[config.mk]
export PLATFORM = sky130hd
export DESIGN_NAME = m92_bus_decoder
export DESIGN_NICKNAME = d
export VERILOG_FILES = /design/src/rtl/m92_bus_decoder.sv
export SDC_FILE = /design/constraint.sdc
export NUM_CORES = 1
export LEC_CHECK = 0
export BUFFER_PORTS_ARGS = -buffer_cell sky130_fd_sc_hd__buf_2
export CAP_MARGIN = 10
export CORE_ASPECT_RATIO = 0.75
export CORE_MARGIN = 5
export CORE_UTILIZATION = 50
export DETAILED_ROUTE_END_ITERATION = 12
export PLACE_DENSITY_LB_ADDON = 0.2
export SYNTH_ARGS = -nofsm -noshare
export SYNTH_HDL_FRONTEND = slang
export SYNTH_SLANG_ARGS = --single-unit
[constraint.sdc]
create_clock -name CLK_32M -period 7.6 [get_ports CLK_32M]
set_clock_uncertainty 0.15 [all_clocks]
set_input_delay 1.52 -clock CLK_32M [delete_from_list [all_inputs] [get_ports CLK_32M]]
set_output_delay 1.52 -clock CLK_32M [all_outputs]
set_load 0.005 [all_outputs]
[src/rtl/m92_bus_decoder.sv]
// m92_bus_decoder: runtime-loadable CPU address decoder for the M92 board.
// A table of NUM_WIN windows is written by the config loader; each CPU
// access is decoded exactly once into a registered one-hot select, SDRAM
// address and writable flag, followed by per-window wait states and a
// ready handshake. I/O-space writes produce a one-cycle strobe with the
// latched port number.
module m92_bus_decoder #(
  parameter  int ADDR_W  = 20,
  parameter  int NUM_WIN = 8,
  parameter  int SDR_W   = 25,
  parameter  int WAIT_W  = 3,
  localparam int IDX_W   = $clog2(NUM_WIN)
) (
  input  logic                CLK_32M,
  input  logic                reset_n,
  input  logic                cfg_we,
  input  logic [IDX_W-1:0]    cfg_idx,
  input  logic                cfg_valid,
  input  logic [ADDR_W-1:0]   cfg_base,
  input  logic [ADDR_W-1:0]   cfg_mask,
  input  logic [SDR_W-1:0]    cfg_sdr_base,
  input  logic                cfg_writable,
  input  logic [WAIT_W-1:0]   cfg_wait,
  input  logic [ADDR_W-1:0]   A,
  input  logic                M_IO,
  input  logic                rd,
  input  logic                wr,
  output logic [NUM_WIN-1:0]  sel,
  output logic                hit,
  output logic [SDR_W-1:0]    sdr_addr,
  output logic                writable,
  output logic                ready,
  output logic                wr_fault,
  output logic                io_wr_pulse,
  output logic [7:0]          io_port
);

  typedef enum logic [1:0] {
    ST_IDLE = 2'd0,
    ST_WAIT = 2'd1,
    ST_DONE = 2'd2
  } state_e;

  localparam logic [IDX_W:0]  NUM_WIN_C = (IDX_W+1)'(NUM_WIN);
  localparam logic [WAIT_W-1:0] WAIT_ONE = {{(WAIT_W-1){1'b0}}, 1'b1};
  localparam logic [WAIT_W-1:0] WAIT_ZERO = {WAIT_W{1'b0}};

  // Decode table
  logic                valid_q    [NUM_WIN];
  logic [ADDR_W-1:0]   base_q     [NUM_WIN];
  logic [ADDR_W-1:0]   mask_q     [NUM_WIN];
  logic [SDR_W-1:0]    sdr_base_q [NUM_WIN];
  logic                wrb_q      [NUM_WIN];
  logic [WAIT_W-1:0]   wait_q     [NUM_WIN];

  // Access FSM and registered outputs
  state_e              state_q;
  logic [WAIT_W-1:0]   cnt_q;
  logic                rd_q;
  logic                wr_q;
  logic [NUM_WIN-1:0]  sel_q;
  logic                hit_q;
  logic [SDR_W-1:0]    sdr_addr_q;
  logic                writable_q;
  logic                ready_q;
  logic                wr_fault_q;
  logic                io_wr_pulse_q;
  logic [7:0]          io_port_q;

  // Combinational decode of the current address
  logic [NUM_WIN-1:0]  match_d;
  logic                hit_d;
  logic [IDX_W-1:0]    win_idx_d;
  logic [NUM_WIN-1:0]  sel_d;
  logic [SDR_W-1:0]    sdr_addr_d;
  logic                writable_d;
  logic [WAIT_W-1:0]   wait_d;
  logic                start_d;

  // Table load from the config port; out-of-range indices are dropped
  always_ff @(posedge CLK_32M or negedge reset_n) begin
    if (!reset_n) begin
      for (int i = 0; i < NUM_WIN; i++) begin
        valid_q[i]    <= 1'b0;
        base_q[i]     <= {ADDR_W{1'b0}};
        mask_q[i]     <= {ADDR_W{1'b0}};
        sdr_base_q[i] <= {SDR_W{1'b0}};
        wrb_q[i]      <= 1'b0;
        wait_q[i]     <= {WAIT_W{1'b0}};
      end
    end else if (cfg_we && ({1'b0, cfg_idx} < NUM_WIN_C)) begin
      valid_q[cfg_idx]    <= cfg_valid;
      base_q[cfg_idx]     <= cfg_base;
      mask_q[cfg_idx]     <= cfg_mask;
      sdr_base_q[cfg_idx] <= cfg_sdr_base;
      wrb_q[cfg_idx]      <= cfg_writable;
      wait_q[cfg_idx]     <= cfg_wait;
    end
  end

  // Per-window match vector
  always_comb begin
    match_d = {NUM_WIN{1'b0}};
    for (int i = 0; i < NUM_WIN; i++) begin
      match_d[i] = valid_q[i] & (((A ^ base_q[i]) & mask_q[i]) == {ADDR_W{1'b0}});
    end
  end

  // Priority pick (lowest index wins) and derived decode values
  always_comb begin
    hit_d      = 1'b0;
    win_idx_d  = {IDX_W{1'b0}};
    sel_d      = {NUM_WIN{1'b0}};
    sdr_addr_d = {SDR_W{1'b0}};
    writable_d = 1'b0;
    wait_d     = WAIT_ZERO;
    for (int i = NUM_WIN - 1; i >= 0; i--) begin
      if (match_d[i]) begin
        hit_d     = 1'b1;
        win_idx_d = IDX_W'(i);
      end else begin
        hit_d     = hit_d;
      end
    end
    if (hit_d) begin
      sel_d[win_idx_d] = 1'b1;
      sdr_addr_d       = sdr_base_q[win_idx_d] | SDR_W'(A & ~mask_q[win_idx_d]);
      writable_d       = wrb_q[win_idx_d];
      wait_d           = wait_q[win_idx_d];
    end else begin
      sel_d            = {NUM_WIN{1'b0}};
    end
  end

  // Rising edge of either strobe opens a new access
  always_comb begin
    start_d = (rd | wr) & ~(rd_q | wr_q);
  end

  // Access FSM: decode/latch on start, count wait states, hold ready until strobes drop.
  // The strobe history resets high so a strobe already asserted at reset release is not a start.
  always_ff @(posedge CLK_32M or negedge reset_n) begin
    if (!reset_n) begin
      state_q       <= ST_IDLE;
      cnt_q         <= WAIT_ZERO;
      rd_q          <= 1'b1;
      wr_q          <= 1'b1;
      sel_q         <= {NUM_WIN{1'b0}};
      hit_q         <= 1'b0;
      sdr_addr_q    <= {SDR_W{1'b0}};
      writable_q    <= 1'b0;
      ready_q       <= 1'b0;
      wr_fault_q    <= 1'b0;
      io_wr_pulse_q <= 1'b0;
      io_port_q     <= 8'h00;
    end else begin
      rd_q          <= rd;
      wr_q          <= wr;
      wr_fault_q    <= 1'b0;
      io_wr_pulse_q <= 1'b0;
      case (state_q)
        ST_IDLE: begin
          if (start_d) begin
            if (M_IO) begin
              sel_q      <= sel_d;
              hit_q      <= hit_d;
              sdr_addr_q <= sdr_addr_d;
              writable_q <= writable_d;
              wr_fault_q <= wr & ~writable_d;
              if (hit_d && (wait_d != WAIT_ZERO)) begin
                state_q <= ST_WAIT;
                cnt_q   <= wait_d - WAIT_ONE;
              end else begin
                state_q <= ST_DONE;
                ready_q <= 1'b1;
              end
            end else begin
              io_wr_pulse_q <= wr;
              if (wr) begin
                io_port_q <= A[7:0];
              end
              state_q <= ST_DONE;
              ready_q <= 1'b1;
            end
          end
        end
        ST_WAIT: begin
          if (cnt_q == WAIT_ZERO) begin
            state_q <= ST_DONE;
            ready_q <= 1'b1;
          end else begin
            cnt_q <= cnt_q - WAIT_ONE;
          end
        end
        ST_DONE: begin
          if (!rd && !wr) begin
            state_q <= ST_IDLE;
            ready_q <= 1'b0;
          end
        end
        default: begin
          state_q <= ST_IDLE;
          cnt_q   <= WAIT_ZERO;
          ready_q <= 1'b0;
        end
      endcase
    end
  end

  assign sel         = sel_q;
  assign hit         = hit_q;
  assign sdr_addr    = sdr_addr_q;
  assign writable    = writable_q;
  assign ready       = ready_q;
  assign wr_fault    = wr_fault_q;
  assign io_wr_pulse = io_wr_pulse_q;
  assign io_port     = io_port_q;

endmodule

---- Word-level counts from Yosys, hierarchy flattened ----
Cells that the tools add are included.
storage, ports and cells
  flip-flop bits (word level) ............. 613
  input bits .............................. 99
  output and inout bits ................... 46
  word-level logic and storage cells ...... 206
operators by class
  reductions and logical operators ........ 22
  $lt $le $gt $ge ......................... 5
  equal/unequal tests ..................... 9
  bitwise logic cells ..................... 37
  muxes and demuxes ....................... 71
  $add $sub $neg .......................... 2
operators by type and width
  operator              count
  $bwmux W160           2
  $bwmux W200           1
  $and A20 B20 Y20      8
  $logic_not A20 Y1     8
  $xor A20 B20 Y20      8
  $mux W25              4
  $bmux W25 S3          1
  $demux W25 S3         1
  $bmux W20 S3          1
  $demux W20 S3         1
  $mux W20              3
  $mux W3               16
  $and A20 B25 Y25      1
  $not A20 Y25          1
  $or A25 B25 Y25       1
  $bwmux W24            1
  $mux W1               24
  $bwmux W8             2
  $ne A2 B2 Y1 const B  6
  $and A1 B1 Y1         10
  $mux W2               5
  $bmux W3 S3           1
  $demux W3 S3          1
  $pmux W3 S3           1
  other kinds (24)      38

---- Logic depth before layout (Yosys ltp) ----
  word-level depth ........................ 23
  depth in mapped cells ................... 19

---- Least setup slack after synthesis ----
Ideal clock, no wire load.
  path type ............................... input-to-reg
  start point ............................. input A[9]
  end point ............................... register cnt_q[2]
  data arrival time ....................... 4.885 ns
  setup time .............................. 0.126 ns
  setup slack ............................. 2.439 ns
  cell stages on the path ................. 18
  cells stage by stage .................... buf_6 > xor2_1 > a222oi_1 > nand3_1 > or3_1 > buf_2 > a21o_1 > a21oi_1 > clkbuf_1 > buf_1 > nand2_1 > o21a_1 > nor3_1 > a21oi_1 > ha_1 > nor3b_1 > mux2_2 > a221o_1
on the way
  cells in the longest elaborated chain, start to end .. 22
  elaborated cells between the ends (all ways) .. 62
  classes of those cells .................. add/sub (1); eq/ne (1); mux (24); bitwise (25); reduce/logical (11)
RTL lines
  what                                        line  RTL
  from (decl)                                 24    input logic [ADDR_W-1:0] A,
  $xor A20 B20 Y20                            105   match_d[i] = valid_q[i] & (((A ^ base_q[i]) & mask_q[i]) == {ADDR_W{1'b0}});
  $and A20 B20 Y20                            105
  $logic_not A20 Y1                           105
  $and A1 B1 Y1                               105
  $mux W3 (8 in a row)                        118   if (match_d[i]) begin
  $not A3 Y4 (implied by the code)            129   wait_d = wait_q[win_idx_d];
  $bmux W3 S3                                 129
  $mux W3 (implied by the code) (2 in a row)  129
  $mux W3                                     125   if (hit_d) begin
  $sub A3 B1 Y3                               172   cnt_q <= wait_d - WAIT_ONE;
  $mux W3                                     170   if (hit_d && (wait_d != WAIT_ZERO)) begin
  $mux W3                                     164   if (M_IO) begin
  $mux W3                                     163   if (start_d) begin
  $pmux W3 S3                                 161   case (state_q)
  to (signal assigned)                        172
  to (signal assigned)                        192   cnt_q <= cnt_q - WAIT_ONE;
  to (decl)                                   58    logic [WAIT_W-1:0] cnt_q;
Parallel ways exist; a longest one is shown, timed or not. The select of a mux whose other input is x is not followed.
A chain may end at the register's enable or synchronous reset.

---- Worst setup path in the final report ----
  start point ............................. input A[9]
  end point ............................... register sdr_addr_q[4], in the netlist sdr_addr[4]
on the way
  cells in the longest elaborated chain, start to end .. 20
  elaborated cells between the ends (all ways) .. 59
  classes of those cells .................. mux (23); bitwise (28); reduce/logical (8)
RTL lines
  what                                         line  RTL
  $xor A20 B20 Y20                             105
  $and A20 B20 Y20                             105
  $logic_not A20 Y1                            105
  $and A1 B1 Y1                                105
  $mux W3 (8 in a row)                         118
  $not A3 Y4 (implied by the code)             127   sdr_addr_d = sdr_base_q[win_idx_d] | SDR_W'(A & ~mask_q[win_idx_d]);
  $bmux W20 S3                                 127
  $mux W20 (implied by the code) (2 in a row)  127
  $not A20 Y25                                 127
  $and A20 B25 Y25                             127
  $or A25 B25 Y25                              127
  $mux W25 (*)                                 125
  to (signal assigned)                         150   sdr_addr_q <= {SDR_W{1'b0}};
  to (signal assigned)                         167   sdr_addr_q <= sdr_addr_d;
  to (decl)                                    63    logic [SDR_W-1:0] sdr_addr_q;
Mark *: on every way between the ends. The rest lies on a longest branch, timed or not. The select of a mux whose other input is x is not followed.

==> impl_metrics.json <==
{
  "fin_setup_tns_ns": 0,
  "drc": 0,
  "synth.most_common_cell": "dfrtp_1",
  "slew_violations": 0,
  "seq_area_frac_synth_pct": 54.1,
  "core_area_sq_mm": 0.0560,
  "rows": 75,
  "dpl.hpwl_mm": 56.4,
  "register_area_sq_mm": 0.0153,
  "first_iter_violations": 1792,
  "cts_tree": "done",
  "synth_cell_types": 71,
  "ant_nets": 0,
  "syn_inst": 2206,
  "syn_to_final_growth_pct": 11.8,
  "finalCriticalPeriod_ns": 5.85,
  "rsz0062_at_grt": "no",
  "cts_made_buffers": 59,
  "synth-main-ff-cell": "dfrtp_1",
  "yosysWarnings": 0,
  "htreeDepth": 2,
  "cts.hold.buffers_added": 0,
  "layout-drive-gt1-share_pct": 37.2,
  "gr-total-overflow": 0,
  "finalPower_mw": 9.51,
  "routed_wl_mm": 85.2,
  "vdd_ir_drop_max_mv": 0.190,
  "multiInputGateArea_sq_mm": 0.0123,
  "cp-start-kind": "input pin",
  "synth_top_cell_by_area": "dfrtp_1",
  "post_dp_cell_area_sq_mm": 0.0298,
  "finalSetupViolCount": 0,
  "end_kind": "register",
  "maxSlewHeadroom_pct": 20.4,
  "finalNetCount": 2409,
  "cap_viol_max_count": 0,
  "grt_antenna_before_repair": 10,
  "status": "complete, no violations",
  "avgRoutedWirePerCell_microns": 27.6,
  "viasPerCell": 6.27,
  "ys_ff_latch": 613,
  "cts_resized": 0,
  "worstPathMaxFanout": 53,
  "grt_pass1_vias": 19998,
  "grt_max_degree": 140,
  "cp.required_ns": 7.95,
  "hold_ws_ns": 0.325,
  "syn_area_sq_mm": 0.0283,
  "fillerInstances": 4575,
  "tightest_slew_ns": 1.19,
  "synth_nets": 2306,
  "synthArstFlopShare_pct": 100,
  "final_area_sq_mm": 0.0317,
  "die-width_microns": 285,
  "numPortBuffers": 144,
  "p_leak_nw": 13.7,
  "synth_top_area_share_pct": 54.0,
  "firstDrtPassIters": 6,
  "layout_worst_path_cycle_share_pct": 77.0,
  "post_cts_buffers": 0,
  "start_util_pct": 50.6,
  "gp_congestion": 0.929,
  "insertion_delay_ns": 0.62,
  "crit_type": "input pin to register",
  "power_density_mw_per_mm2": 300,
  "hold_viol": 0,
  "ys_top_cells_by_area": "dfrtp_1 (54%), mux2_2 (22%), xor2_1 (4.9%)",
  "final_util_pct": 56.6,
  "hold_path.class": "register to register",
  "ctsLongestPathBuffers": 3,
  "die_area_sq_mm": 0.0616,
  "grt_pass1_wl_mm": 129,
  "fmax_mhz": 171,
  "clock-sinks": 613,
  "synthTopCellsByCount": "dfrtp_1 (611), mux2_2 (558), nand2_1 (209), xor2_1 (160), a22oi_1 (130)",
  "die_h_microns": 216,
  "arrival_ns": 6.20,
  "synth_area_per_cell_sq_um": 12.8,
  "clock-root-buffer": "clkbuf_16",
  "ioPinCount": 145,
  "path_clk_slew_ns": 0.07,
  "grt_use_total_pct": 27.3,
  "synth_edf_count": 0,
  "via_count": 19373
}
[stage by stage]
step	setup slack (ns)	instances
floorplan	2.44	2206
global placement	1.39	2979
detailed placement	1.27	2979
CTS	1.90	3087
global route	1.59	3087
finish	1.75	3090
[where the power goes]
group	internal [mW]	switching (mW)	leakage (nW)
Sequential	3.98	0.533	7.43
Combinational	0.980	1.08	5.35
Clock	1.65	1.28	0.957
Total	6.62	2.89	13.7
[layout make-up]
| class | count | area share (%) |
|---|---|---|
| diodes | 3 | 0.0237 |
| clock buffers | 82 | 5.47 |
| clock inverters | 26 | 0.628 |
| inverters | 10 | 0.118 |
| multi-input cells | 1440 | 38.9 |
| flip-flops and latches | 613 | 48.4 |
| well taps | 731 | 2.89 |
| repair buffers | 185 | 3.55 |
[sequential cells by signal, summed over array words and instances, names as in the netlist, 2 cells and up]
signal,cells
sdr_base_q,200
base_q,160
mask_q,160
sdr_addr,25
wait_q,24
io_port,8
sel,8
valid_q,8
wrb_q,8
cnt_q,3
state_q,2
[per-layer routing]
metal  up-vias  share of wire [%]  wire length, microns  GRT usage (%)
met2       716                 45                 38000           41.4
met1     10229                 45                 38100           39.4
met3       144                8.2                  6980           7.15
li1       8272                  -                     -              -
met5         -              0.085                    72              0
met4        12                2.4                  2070           6.98
[path summary, 6_finish.rpt]
path	end	startpoint	cells after the start	slack [ns]
hold reg to reg	sel[3]	sel[3]	2	0.32
max in group asynchronous	base_q[126]	reset_n	2	4.84
setup reg to reg	sdr_addr[4]	base_q[49]	12	2.48
min in group asynchronous	base_q[120]	reset_n	1	0.82
setup / recovery	sdr_addr[4]	A[9]	13	1.75
hold / removal	sel[3]	sel[3]	2	0.32
[critical path: stages]
cell and delay [ns]:
buf_2 0.19, xor2_1 0.19, a222oi_1 0.79, nand3_1 0.25, or3_1 0.48, o41ai_1 0.11, a21o_1 0.23, a21o_4 0.66
buf_4 0.60, mux2i_1 0.16, a32oi_1 0.57, a22oi_1 0.20, o21ai_0 0.21
[kinds of logic (layout without fill, tap and decap cells)]
kind of cell / Yosys count / in the layout / share of synthesized area, %
AO/OA/AOI/OAI: 307 / 307 / 8.12
XOR/XNOR: 160 / 160 / 4.95
adder cells (fa/ha/maj): 1 / 1 / 0.0441
buffers and inverters: 153 / 303 / 2.56
flip-flops: 613 / 613 / 54.1
multiplexers: 621 / 621 / 24.4
other: 0 / 3 / 0
AND/OR/NAND/NOR: 351 / 351 / 5.80
[placed cells by master, fill, tap and decap left out, types with 34 or more instances in the layout]
master,instances
dfrtp_1,611
mux2_2,558
nand2_1,209
xor2_1,160
buf_2,143
a22oi_1,130
mux2i_1,63
clkbuf_16,59
nand4_1,50
o21ai_0,42
buf_4,34
No activity file was read; power rests on OpenSTA's default activity.
